[config.mk]
export PLATFORM = sky130hd
export DESIGN_NAME = bt_cmd_ctrl
export DESIGN_NICKNAME = d
export VERILOG_FILES = /design/src/rtl/mp3_pkg.sv /design/src/rtl/bt_shuffle_lfsr.sv /design/src/rtl/bt_cmd_ctrl.sv
export SDC_FILE = /design/constraint.sdc
export NUM_CORES = 1
export LEC_CHECK = 0
export CELL_PAD_IN_SITES_DETAIL_PLACEMENT = 2
export CELL_PAD_IN_SITES_GLOBAL_PLACEMENT = 2
export CORE_UTILIZATION = 41
export CTS_BUF_LIST = sky130_fd_sc_hd__clkbuf_8
export DETAILED_ROUTE_END_ITERATION = 8
export HOLD_SLACK_MARGIN = 0.02
export PLACE_DENSITY_LB_ADDON = 0.12
export SYNTH_ARGS = -nofsm -noshare
export SYNTH_HDL_FRONTEND = slang
export SYNTH_HIERARCHICAL = 1
export SYNTH_SLANG_ARGS = --single-unit
[constraint.sdc]
create_clock -name clk -period 8 [get_ports clk]
set_input_delay 1.2 -clock clk [delete_from_list [all_inputs] [get_ports clk]]
set_output_delay 1.2 -clock clk [all_outputs]
set_load 0.01 [all_outputs]
[src/rtl/mp3_pkg.sv]
// rtl/mp3_pkg.sv - shared command codes, play modes, FSM states and shuffle LFSR constants
//
// Contents:
//   CMD_*       command byte codes delivered by the external UART receiver
//   mode_e      play mode encoding driven onto o_mode
//   state_e     command controller FSM states
//   LFSR_SEED   shuffle LFSR reset value
//   lfsr_step   one step of the 16-bit Fibonacci LFSR (taps 16,14,13,11)
//   vol_att     attenuation level to codec attenuation byte

package mp3_pkg;

    localparam logic [7:0] CMD_PAUSE    = 8'h01;
    localparam logic [7:0] CMD_NEXT     = 8'h02;
    localparam logic [7:0] CMD_PREV     = 8'h03;
    localparam logic [7:0] CMD_VOL_UP   = 8'h04;
    localparam logic [7:0] CMD_VOL_DN   = 8'h05;
    localparam logic [7:0] CMD_MODE     = 8'h06;
    localparam logic [7:0] CMD_SEL_BASE = 8'h40;

    typedef enum logic [1:0] {
        MODE_SEQ     = 2'd0,
        MODE_REPEAT  = 2'd1,
        MODE_SHUFFLE = 2'd2
    } mode_e;

    typedef enum logic [1:0] {
        ST_IDLE = 2'd0,
        ST_EXEC = 2'd1,
        ST_HOLD = 2'd2
    } state_e;

    localparam logic [15:0] LFSR_SEED = 16'hACE1;

    // Right-shifting form: taps 16,14,13,11 land on bits 0,2,3,5.
    // Maximal length, so a non-zero seed never reaches the all-zero lock-up state.
    function automatic logic [15:0] lfsr_step(input logic [15:0] s);
        return {s[0] ^ s[2] ^ s[3] ^ s[5], s[15:1]};
    endfunction

    // The quietest level maps to near-mute 0xFC instead of the linear value.
    function automatic logic [7:0] vol_att(input logic [3:0] level,
                                           input int        levels,
                                           input int        step);
        if (level == 4'(levels - 1)) begin
            return 8'hFC;
        end
        return 8'(step * int'(level));
    endfunction

endpackage

[src/rtl/bt_shuffle_lfsr.sv]
// rtl/bt_shuffle_lfsr.sv - free-running 16-bit Fibonacci LFSR feeding shuffle selection
//
// Ports:
//   clk     sole clock
//   rst_n   asynchronous active-low reset, loads LFSR_SEED
//   o_lfsr  current LFSR state, advances every cycle

module bt_shuffle_lfsr
    import mp3_pkg::*;
(
    input  logic        clk,
    input  logic        rst_n,
    output logic [15:0] o_lfsr
);

    always_ff @(posedge clk or negedge rst_n) begin
        if (!rst_n) begin
            o_lfsr <= LFSR_SEED;
        end else begin
            o_lfsr <= lfsr_step(o_lfsr);
        end
    end

endmodule

[src/rtl/bt_cmd_ctrl.sv]
// rtl/bt_cmd_ctrl.sv - Bluetooth MP3 player command controller (IDLE/EXEC/HOLD FSM)
//
// Ports:
//   clk             sole clock
//   rst_n           asynchronous active-low reset
//   i_rx_done       one-cycle strobe, i_rx_data valid
//   i_rx_data       command byte from the UART receiver
//   i_finish_song   current song ended, request auto-advance
//   o_song_select   current song index
//   o_vol_level     attenuation level, 0 = loudest
//   o_vol           {att,att} codec volume word
//   o_mode          0 sequential, 1 repeat-one, 2 shuffle
//   o_pause         pause state
//   o_next, o_pre, o_vol_plus, o_vol_dec   display flags, held through HOLD
//   o_busy          high while in HOLD

module bt_cmd_ctrl
    import mp3_pkg::*;
#(
    parameter int SONG_NUM    = 4,
    parameter int SEL_W       = $clog2(SONG_NUM),
    parameter int VOL_LEVELS  = 9,
    parameter int VOL_STEP    = 14,
    parameter int HOLD_CYCLES = 50_000_000
) (
    input  logic             clk,
    input  logic             rst_n,
    input  logic             i_rx_done,
    input  logic [7:0]       i_rx_data,
    input  logic             i_finish_song,
    output logic [SEL_W-1:0] o_song_select,
    output logic [3:0]       o_vol_level,
    output logic [15:0]      o_vol,
    output logic [1:0]       o_mode,
    output logic             o_pause,
    output logic             o_next,
    output logic             o_pre,
    output logic             o_vol_plus,
    output logic             o_vol_dec,
    output logic             o_busy
);

    localparam int               CNT_W      = (HOLD_CYCLES > 1) ? $clog2(HOLD_CYCLES) : 1;
    localparam logic [CNT_W-1:0] HOLD_LAST  = CNT_W'(HOLD_CYCLES - 1);
    localparam logic [SEL_W-1:0] LAST_SONG  = SEL_W'(SONG_NUM - 1);
    localparam logic [3:0]       LAST_LEVEL = 4'(VOL_LEVELS - 1);

    state_e           state;
    mode_e            mode;
    logic [SEL_W-1:0] song;
    logic [3:0]       level;
    logic [7:0]       exec_cmd;
    logic             exec_adv;
    logic [7:0]       pend_byte;
    logic             pend_byte_v;
    logic             pend_adv;
    logic [CNT_W-1:0] hold_cnt;
    logic [15:0]      lfsr;
    logic [7:0]       att;

    bt_shuffle_lfsr u_lfsr (
        .clk    (clk),
        .rst_n  (rst_n),
        .o_lfsr (lfsr)
    );

    function automatic logic cmd_legal(input logic [7:0] c);
        if (c >= CMD_PAUSE && c <= CMD_MODE) begin
            return 1'b1;
        end
        if (c[7:6] == CMD_SEL_BASE[7:6]) begin
            return ({26'd0, c[5:0]} < 32'(SONG_NUM));
        end
        return 1'b0;
    endfunction

    function automatic logic [SEL_W-1:0] song_inc(input logic [SEL_W-1:0] s);
        return (s == LAST_SONG) ? '0 : s + SEL_W'(1);
    endfunction

    function automatic logic [SEL_W-1:0] song_dec(input logic [SEL_W-1:0] s);
        return (s == '0) ? LAST_SONG : s - SEL_W'(1);
    endfunction

    // Shuffle never replays the current song: a collision bumps to the next index.
    logic [SEL_W-1:0] shuf_cand;
    logic [SEL_W-1:0] shuf_pick;
    assign shuf_cand = SEL_W'(lfsr % 16'(SONG_NUM));
    assign shuf_pick = (shuf_cand == song) ? song_inc(shuf_cand) : shuf_cand;

    logic [SEL_W-1:0] next_song;
    logic [SEL_W-1:0] adv_song;
    assign next_song = (mode == MODE_SHUFFLE) ? shuf_pick : song_inc(song);

    always_comb begin
        adv_song = song;
        case (mode)
            MODE_SEQ:     adv_song = song_inc(song);
            MODE_SHUFFLE: adv_song = shuf_pick;
            default:      adv_song = song;
        endcase
    end

    logic rx_ok;
    assign rx_ok = i_rx_done && cmd_legal(i_rx_data);

    // Work selection in IDLE: pending slot first, then a fresh byte, then auto-advance.
    logic       src_go;
    logic       src_adv;
    logic       src_from_pend;
    logic [7:0] src_cmd;

    always_comb begin
        src_go        = 1'b0;
        src_adv       = 1'b0;
        src_from_pend = 1'b0;
        src_cmd       = i_rx_data;
        if (pend_byte_v) begin
            src_go        = 1'b1;
            src_from_pend = 1'b1;
            src_cmd       = pend_byte;
        end else if (pend_adv) begin
            src_go        = 1'b1;
            src_adv       = 1'b1;
            src_from_pend = 1'b1;
        end else if (rx_ok) begin
            src_go = 1'b1;
        end else if (i_finish_song) begin
            src_go  = 1'b1;
            src_adv = 1'b1;
        end
    end

    logic exec_to_hold;
    assign exec_to_hold = exec_adv
                       || (exec_cmd == CMD_NEXT)   || (exec_cmd == CMD_PREV)
                       || (exec_cmd == CMD_VOL_UP) || (exec_cmd == CMD_VOL_DN);

    always_ff @(posedge clk or negedge rst_n) begin
        if (!rst_n) begin
            state       <= ST_IDLE;
            mode        <= MODE_SEQ;
            song        <= '0;
            level       <= '0;
            exec_cmd    <= '0;
            exec_adv    <= 1'b0;
            pend_byte   <= '0;
            pend_byte_v <= 1'b0;
            pend_adv    <= 1'b0;
            hold_cnt    <= '0;
            o_pause     <= 1'b0;
            o_next      <= 1'b0;
            o_pre       <= 1'b0;
            o_vol_plus  <= 1'b0;
            o_vol_dec   <= 1'b0;
            o_busy      <= 1'b0;
        end else begin
            // While busy, requests park in the one-entry slot; the newest byte wins
            // and an advance is only remembered if no byte is waiting.
            if (state != ST_IDLE) begin
                if (rx_ok) begin
                    pend_byte   <= i_rx_data;
                    pend_byte_v <= 1'b1;
                end
                if (i_finish_song && !pend_byte_v && !rx_ok) begin
                    pend_adv <= 1'b1;
                end
            end

            case (state)
                ST_IDLE: begin
                    if (src_go) begin
                        state      <= ST_EXEC;
                        exec_cmd   <= src_cmd;
                        exec_adv   <= src_adv;
                        o_next     <= !src_adv && (src_cmd == CMD_NEXT);
                        o_pre      <= !src_adv && (src_cmd == CMD_PREV);
                        o_vol_plus <= !src_adv && (src_cmd == CMD_VOL_UP);
                        o_vol_dec  <= !src_adv && (src_cmd == CMD_VOL_DN);
                    end
                    if (pend_byte_v) begin
                        pend_byte_v <= 1'b0;
                    end else if (pend_adv) begin
                        pend_adv <= 1'b0;
                    end
                    // Requests that lose arbitration this cycle are parked rather than dropped.
                    if (src_from_pend && rx_ok) begin
                        pend_byte   <= i_rx_data;
                        pend_byte_v <= 1'b1;
                    end
                    if (i_finish_song && (src_from_pend || rx_ok) && !(src_from_pend && rx_ok)) begin
                        pend_adv <= 1'b1;
                    end
                end

                ST_EXEC: begin
                    if (exec_adv) begin
                        song <= adv_song;
                    end else begin
                        case (exec_cmd)
                            CMD_NEXT: song <= next_song;
                            CMD_PREV: song <= song_dec(song);
                            CMD_VOL_UP: begin
                                if (level != '0) begin
                                    level <= level - 4'd1;
                                end
                            end
                            CMD_VOL_DN: begin
                                if (level != LAST_LEVEL) begin
                                    level <= level + 4'd1;
                                end
                            end
                            CMD_PAUSE: o_pause <= ~o_pause;
                            CMD_MODE: begin
                                case (mode)
                                    MODE_SEQ:    mode <= MODE_REPEAT;
                                    MODE_REPEAT: mode <= MODE_SHUFFLE;
                                    default:     mode <= MODE_SEQ;
                                endcase
                            end
                            // Only legal select codes are ever latched, so this is 0x40+n.
                            default: song <= SEL_W'(exec_cmd[5:0]);
                        endcase
                    end
                    if (exec_to_hold) begin
                        state    <= ST_HOLD;
                        hold_cnt <= '0;
                        o_busy   <= 1'b1;
                    end else begin
                        state      <= ST_IDLE;
                        o_next     <= 1'b0;
                        o_pre      <= 1'b0;
                        o_vol_plus <= 1'b0;
                        o_vol_dec  <= 1'b0;
                    end
                end

                ST_HOLD: begin
                    if (hold_cnt == HOLD_LAST) begin
                        state      <= ST_IDLE;
                        hold_cnt   <= '0;
                        o_busy     <= 1'b0;
                        o_next     <= 1'b0;
                        o_pre      <= 1'b0;
                        o_vol_plus <= 1'b0;
                        o_vol_dec  <= 1'b0;
                    end else begin
                        hold_cnt <= hold_cnt + CNT_W'(1);
                    end
                end

                default: state <= ST_IDLE;
            endcase
        end
    end

    assign att           = vol_att(level, VOL_LEVELS, VOL_STEP);
    assign o_vol         = {att, att};
    assign o_vol_level   = level;
    assign o_song_select = song;
    assign o_mode        = mode;

endmodule

# ---- Word-level counts from Yosys, hierarchy flattened
# Cells that the tools add are included.
dict set report word_totals {
  reg_bits 77
  inputBits 12
  out_inout_bits 30
  word_cells 165
}
dict set report op_classes {
  add_sub_neg 6
  n_mul 1
  order_cmp 3
  eq_ne 29
  n_mux 66
  bitwise 5
  n_reduce_logical 38
}
# op n
set ops {}
lappend ops {{two-way mux 8 bit} 7}
lappend ops {{two-way mux 26 bit} 2}
lappend ops {{case mux 26 bit (2 select lines)} 1}
lappend ops {{== test 8 x 3 -> 1 bit, second input constant} 5}
lappend ops {{two-way mux 1 bit} 35}
lappend ops {{== test 8 x 2 -> 1 bit, second input constant} 4}
lappend ops {{adder 26 x 1 -> 26 bit, second input constant} 1}
lappend ops {{== test 26 bit, second input constant} 1}
lappend ops {{two-way mux 2 bit} 9}
lappend ops {{case mux 1 bit (3 select lines)} 4}
lappend ops {{case mux 2 bit (3 select lines)} 2}
lappend ops {{AND reduction 3 bit} 4}
lappend ops {{logical AND 1 bit} 11}
lappend ops {{== test 2 bit, second input constant} 4}
lappend ops {{== test 8 x 1 -> 1 bit, second input constant} 1}
lappend ops {{>= comparator 8 x 1 -> 1 bit, second input constant} 1}
lappend ops {{<= comparator 8 x 3 -> 1 bit, second input constant} 1}
lappend ops {{two-way mux 4 bit} 2}
lappend ops {{!= test 2 bit, second input constant} 4}
lappend ops {{case mux 2 bit (2 select lines)} 2}
lappend ops {{case mux 4 bit (2 select lines)} 1}
lappend ops {{multiplier 3 x 4 -> 7 bit, first input constant} 1}
lappend ops {{== test 2 x 1 -> 1 bit, second input constant} 3}
lappend ops {{zero test 2 bit} 3}
lappend ops {{22 further kinds} 39}

# ---- Depth between registers and ports, before layout
dict set report depth {
  ltp_word 15
  depth_mapped 8
  ltp_nobuf 8
}

# ---- By module
# The synthesis kept the hierarchy.
# mod instances cells_each area_per_inst_um2 seq_area_each_um2
set modules_own_cells {}
lappend modules_own_cells {bt_cmd_ctrl 1 422 3993.8 1526.5}
lappend modules_own_cells {bt_shuffle_lfsr 1 19 436.7 410.4}

# ---- Least setup slack after synthesis
# Ideal clock, no wire load.
dict set report synth_path {
  kind {register to output}
  start {reg level[0], in the netlist o_vol_level[0]}
  end {out o_vol[13]}
  arrival_time_ns 2.257
  required_ns 6.800
  path_slack_ns 4.543
  stages_incl_launch_ff 8
  path_buffers 1
  cell_sequence {dfrtp_1 > fa_1 > ha_1 > inv_1 > fa_1 > nor2b_1 > o21ai_0 > buf_4}
}
dict set report synth_between {
  elab_chain_len 3
  word_cells_on_any_way 4
  classes_between {mul: 1; eq/ne: 1; mux: 2}
}
# item line
set synth_rtl {}
lappend synth_rtl {{start: declaration} bt_cmd_ctrl.sv:51} ;# logic [3:0] level;
lappend synth_rtl {{start signal: assignment} bt_cmd_ctrl.sv:205} ;# level <= level - 4'd1;
lappend synth_rtl {{start signal: assignment} bt_cmd_ctrl.sv:210} ;# level <= level + 4'd1;
lappend synth_rtl {{parallel branches: the longest is 2 deep, another holds multiplier 3 x 4 -> 7 bit} n/a}
lappend synth_rtl {{two-way mux 8 bit *} mp3_pkg.sv:48} ;# return 8'(step * int'(level));
lappend synth_rtl {{end: declaration} bt_cmd_ctrl.sv:33} ;# output logic [15:0] o_vol,
# Mark *: on every way between the ends.

# ---- Worst setup path in the final report
dict set report layout_path {
  start {reg level[1], in the netlist o_vol_level[1]}
  end {out o_vol[5]}
}
# Same word-level chain as after synthesis.

==> flow_metrics.env <==
export IMPL_syn_inst=441
export IMPL_min_path_cells=0
export IMPL_outcome="finished clean"
export IMPL_p_per_area_mw_per_mm2=245
export IMPL_cp_data_arrival_time_ns=2.94
export IMPL_path_max_fanout=8
export IMPL_num_io_pins=42
export IMPL_drc=0
export IMPL_grt_overflow=0
export IMPL_syn_avg_cell_area_um2=10.0
export IMPL_synth_top_cell_by_area="dfrtp_1"
export IMPL_slowest_delay_ns=0.57
export IMPL_synth_seq_cells=77
export IMPL_syn_cell_area_mm2=0.00443
export IMPL_wirelength_mm=12.2
export IMPL_fmax_ghz=0.241
export IMPL_die_area_mm2=0.0112
export IMPL_ctsHoldBuffers=0
export IMPL_final_common_cell="dfrtp_1"
export IMPL_ir_drop_mv=0.120
export IMPL_top_layer_used="met4"
export IMPL_dr_first_iter_drc_count=135
export IMPL_cts_setup_buffers=0
export IMPL_wl_met3_um=247
export IMPL_rrSetupSlack_ns=5.06
export IMPL_cp_data_required_time_ns=6.80
export IMPL_htree_levels=3
export IMPL_wl_met2_mm=6.22
export IMPL_nNetsFinal=503
export IMPL_wl_per_cell_um=20.1
export IMPL_insertedDiodeCount=0
export IMPL_track_usage_pct=23.4
export IMPL_die_y_um=106
export IMPL_period_minus_slack_ns=4.14
export IMPL_finClkSkew_ns=0.0122
export IMPL_crit_slowest_cell="clkdlybuf4s50_1"
export IMPL_finalHoldViolCount=0
export IMPL_grt_first_pass_wirelength_mm=20.5
export IMPL_grt_pass1_vias=3835
export IMPL_yosys_area_top_type_share_pct=39.0
export IMPL_antenna_found_initial=0
export IMPL_start_kind="register"
export IMPL_finalMaxSlewViolations=0
export IMPL_setup_tns_final_ns=0
export IMPL_yosys_top_cells_area="dfrtp_1, ha_1, mux2_2"
export IMPL_std_cell_rows=37
export IMPL_setup_viol=0
export IMPL_ant_nets=0
export IMPL_rr_endpoint="hold_cnt[0]$_DFFE_PN0P_"
export IMPL_crit_chain="fa_1, ha_1, inv_1, fa_1, nor2b_1, o21ai_0, clkdlybuf4s50_1"
export IMPL_gp_congestion=0.764
export IMPL_cts_sinks=77
export IMPL_final_core_util_pct=48.4
export IMPL_drtPass1Iterations=4
export IMPL_cts_buffers=9
export IMPL_coreArea_mm2=0.0104
export IMPL_drive_above_1_share_pct=11.7
export IMPL_yosysWarnings=6
export IMPL_cts_root_buffer="clkbuf_8"
export IMPL_finalCritPeriodShare_pct=51.8
export IMPL_path_clk_slew_ns=0.08
export IMPL_worst_r2r_cell_count=5
export IMPL_cts_tree="done"
export IMPL_leakagePower_nw=2.13
export IMPL_relSlewSlack_pct=22.9
export IMPL_rsz0062_at_grt="no"
export IMPL_via_per_inst=5.77
export IMPL_crit_top_cell="fa_1"
export IMPL_reg2reg_from="exec_cmd[5]$_DFFE_PN0P_"
export IMPL_holdPathEnd="u_lfsr/o_lfsr[3]$_DFF_PN0_"
export IMPL_place_hpwl_mm=8.64
export IMPL_worstSetupEndpointType="primary output"
export IMPL_chipWidth_um=106
export IMPL_yosysSeqAreaShare_pct=43.7
export IMPL_wl_met1_mm=5.63
export IMPL_worstMarginPinSlew_ns=1.14
export IMPL_final_cell_mix="dfrtp_1, clkdlybuf4s50_1, o21ai_0, nand2_1, inv_1"
export IMPL_cts_resized=0
export IMPL_ys_types=60
export IMPL_syn_to_final_growth_pct=13.8
export IMPL_cap_viol_max_count=0
export IMPL_synthArstFlopShare_pct=100
export IMPL_start_util_pct=42.5
export IMPL_min_path_type="register to register"
export IMPL_vias=3508
export IMPL_finalPower_mw=1.24
export IMPL_clockBufferDepth=2
export IMPL_critical_path_class="register to primary output"
export IMPL_synth_edff_count=0
export IMPL_clock_latency_ns=0.35
export IMPL_grt_max_degree=78
export IMPL_hold_start="u_lfsr/o_lfsr[4]$_DFF_PN0_"
export IMPL_portBuffers=39
export IMPL_synth_ff_type="dfrtp_1"
==> kinds of logic (layout without fill, tap and decap cells) <==
family | after synthesis | in the layout | synth area share [%]
buf+inv | 51 | 81 | 5.68
other cells | 1 | 2 | 0.0846
fa+ha+maj | 24 | 24 | 7.63
simple gates | 140 | 140 | 16.9
xor+xnor | 15 | 15 | 2.97
mux | 26 | 26 | 6.47
flops | 77 | 77 | 43.7
compound gates | 107 | 107 | 16.6
==> metrics by stage <==
stage / setup slack (ns) / hold slack [ns] / instance area [µm²] / std cells
after floorplan: 4.54 / 0.331 / 4430 / 442
after global placement: 4.32 / 0.337 / 4850 / 592
after detailed placement: 4.16 / 0.341 / 4850 / 592
after CTS: 3.82 / 0.354 / 5040 / 608
after global routing: 3.68 / 0.353 / 5040 / 608
final: 3.86 / 0.355 / 5040 / 608
==> Yosys cell counts, types with 3 or more instances <==
master     number
and2_1          7
nand2b_1       11
and4_1          5
a21oi_1        15
o31ai_1         9
nor4_1         10
fa_1            5
o21ai_0        30
mux2_2         21
or4_1           5
mux2i_1         5
nand4_1         9
nand2_1        29
xnor2_1         9
a21o_1          7
nand3_1        10
o2bb2ai_1       4
inv_1          24
or3_1           6
a22o_1          8
buf_4          10
dfstp_2         8
nor2_1         25
nor2b_1         7
a31oi_1         6
dfrtp_1        69
o41ai_1         6
nor3_1          8
or2_2           3
ha_1           19
clkbuf_1       11
xor2_1          6
==> flip-flops by register name, indices dropped and copies added, names as in the netlist <==
name / flops
o_song_select: 2
pend_byte: 8
pend_byte_v: 1
o_next: 1
o_mode: 2
exec_adv: 1
o_pause: 1
o_busy: 1
exec_cmd: 8
u_lfsr/o_lfsr: 16
hold_cnt: 26
pend_adv: 1
o_pre: 1
o_vol_plus: 1
o_vol_dec: 1
o_vol_level: 4
state: 2
==> critical path, delay by kind of cell, from the launching register on <==
family | cells | cell delay [ns]
AOI/OAI and AO/OA | 1 | 0.19
and+or+nand+nor | 1 | 0.16
buffers and inverters | 2 | 0.62
DFF | 1 | 0.51
adders and majority gates | 3 | 1.10
==> where the power goes <==
part	switching (mW)	internal (mW)	total (mW)
sequential	0.0702	0.439	0.509
clock	0.145	0.150	0.295
combinational	0.257	0.176	0.433
total	0.472	0.765	1.24
==> area by class of cell <==
cell class                      instances  area, µm²
Fill cell                            1098       5380
Multi-Input combinational cell        314       2250
Sequential cell                        77       1940
Timing Repair Buffer                   41        403
Tap cell                              136        170
Clock buffer                           10        138
Inverter                               24       90.1
Clock inverter                          6       56.3
==> routing by layer <==
metal  global-route usage [%]  vias to the layer above
met5                        0                        -
met1                     29.9                     1815
met4                     6.25                        0
met2                     40.6                       38
li1                         -                     1644
met3                     4.48                       11
==> how the worst max path moves through the flow <==
stage	start	to	slack (ns)	depth (start not counted)
2_1_floorplan	o_vol_level[0]$_DFFE_PN0P_	o_vol[13]	4.54	7
3_3_place_gp	o_vol_level[0]$_DFFE_PN0P_	o_vol[5]	4.32	7
3_5_place_dp	i_rx_data[6]	exec_cmd[7]$_DFFE_PN0P_	4.16	6
4_1_cts	o_vol_level[0]$_DFFE_PN0P_	o_vol[5]	3.82	7
5_1_grt	o_vol_level[1]$_DFFE_PN0P_	o_vol[5]	3.68	7
6_report	o_vol_level[1]$_DFFE_PN0P_	o_vol[5]	3.86	7
Note: power is estimated with default switching activity, not from simulation.
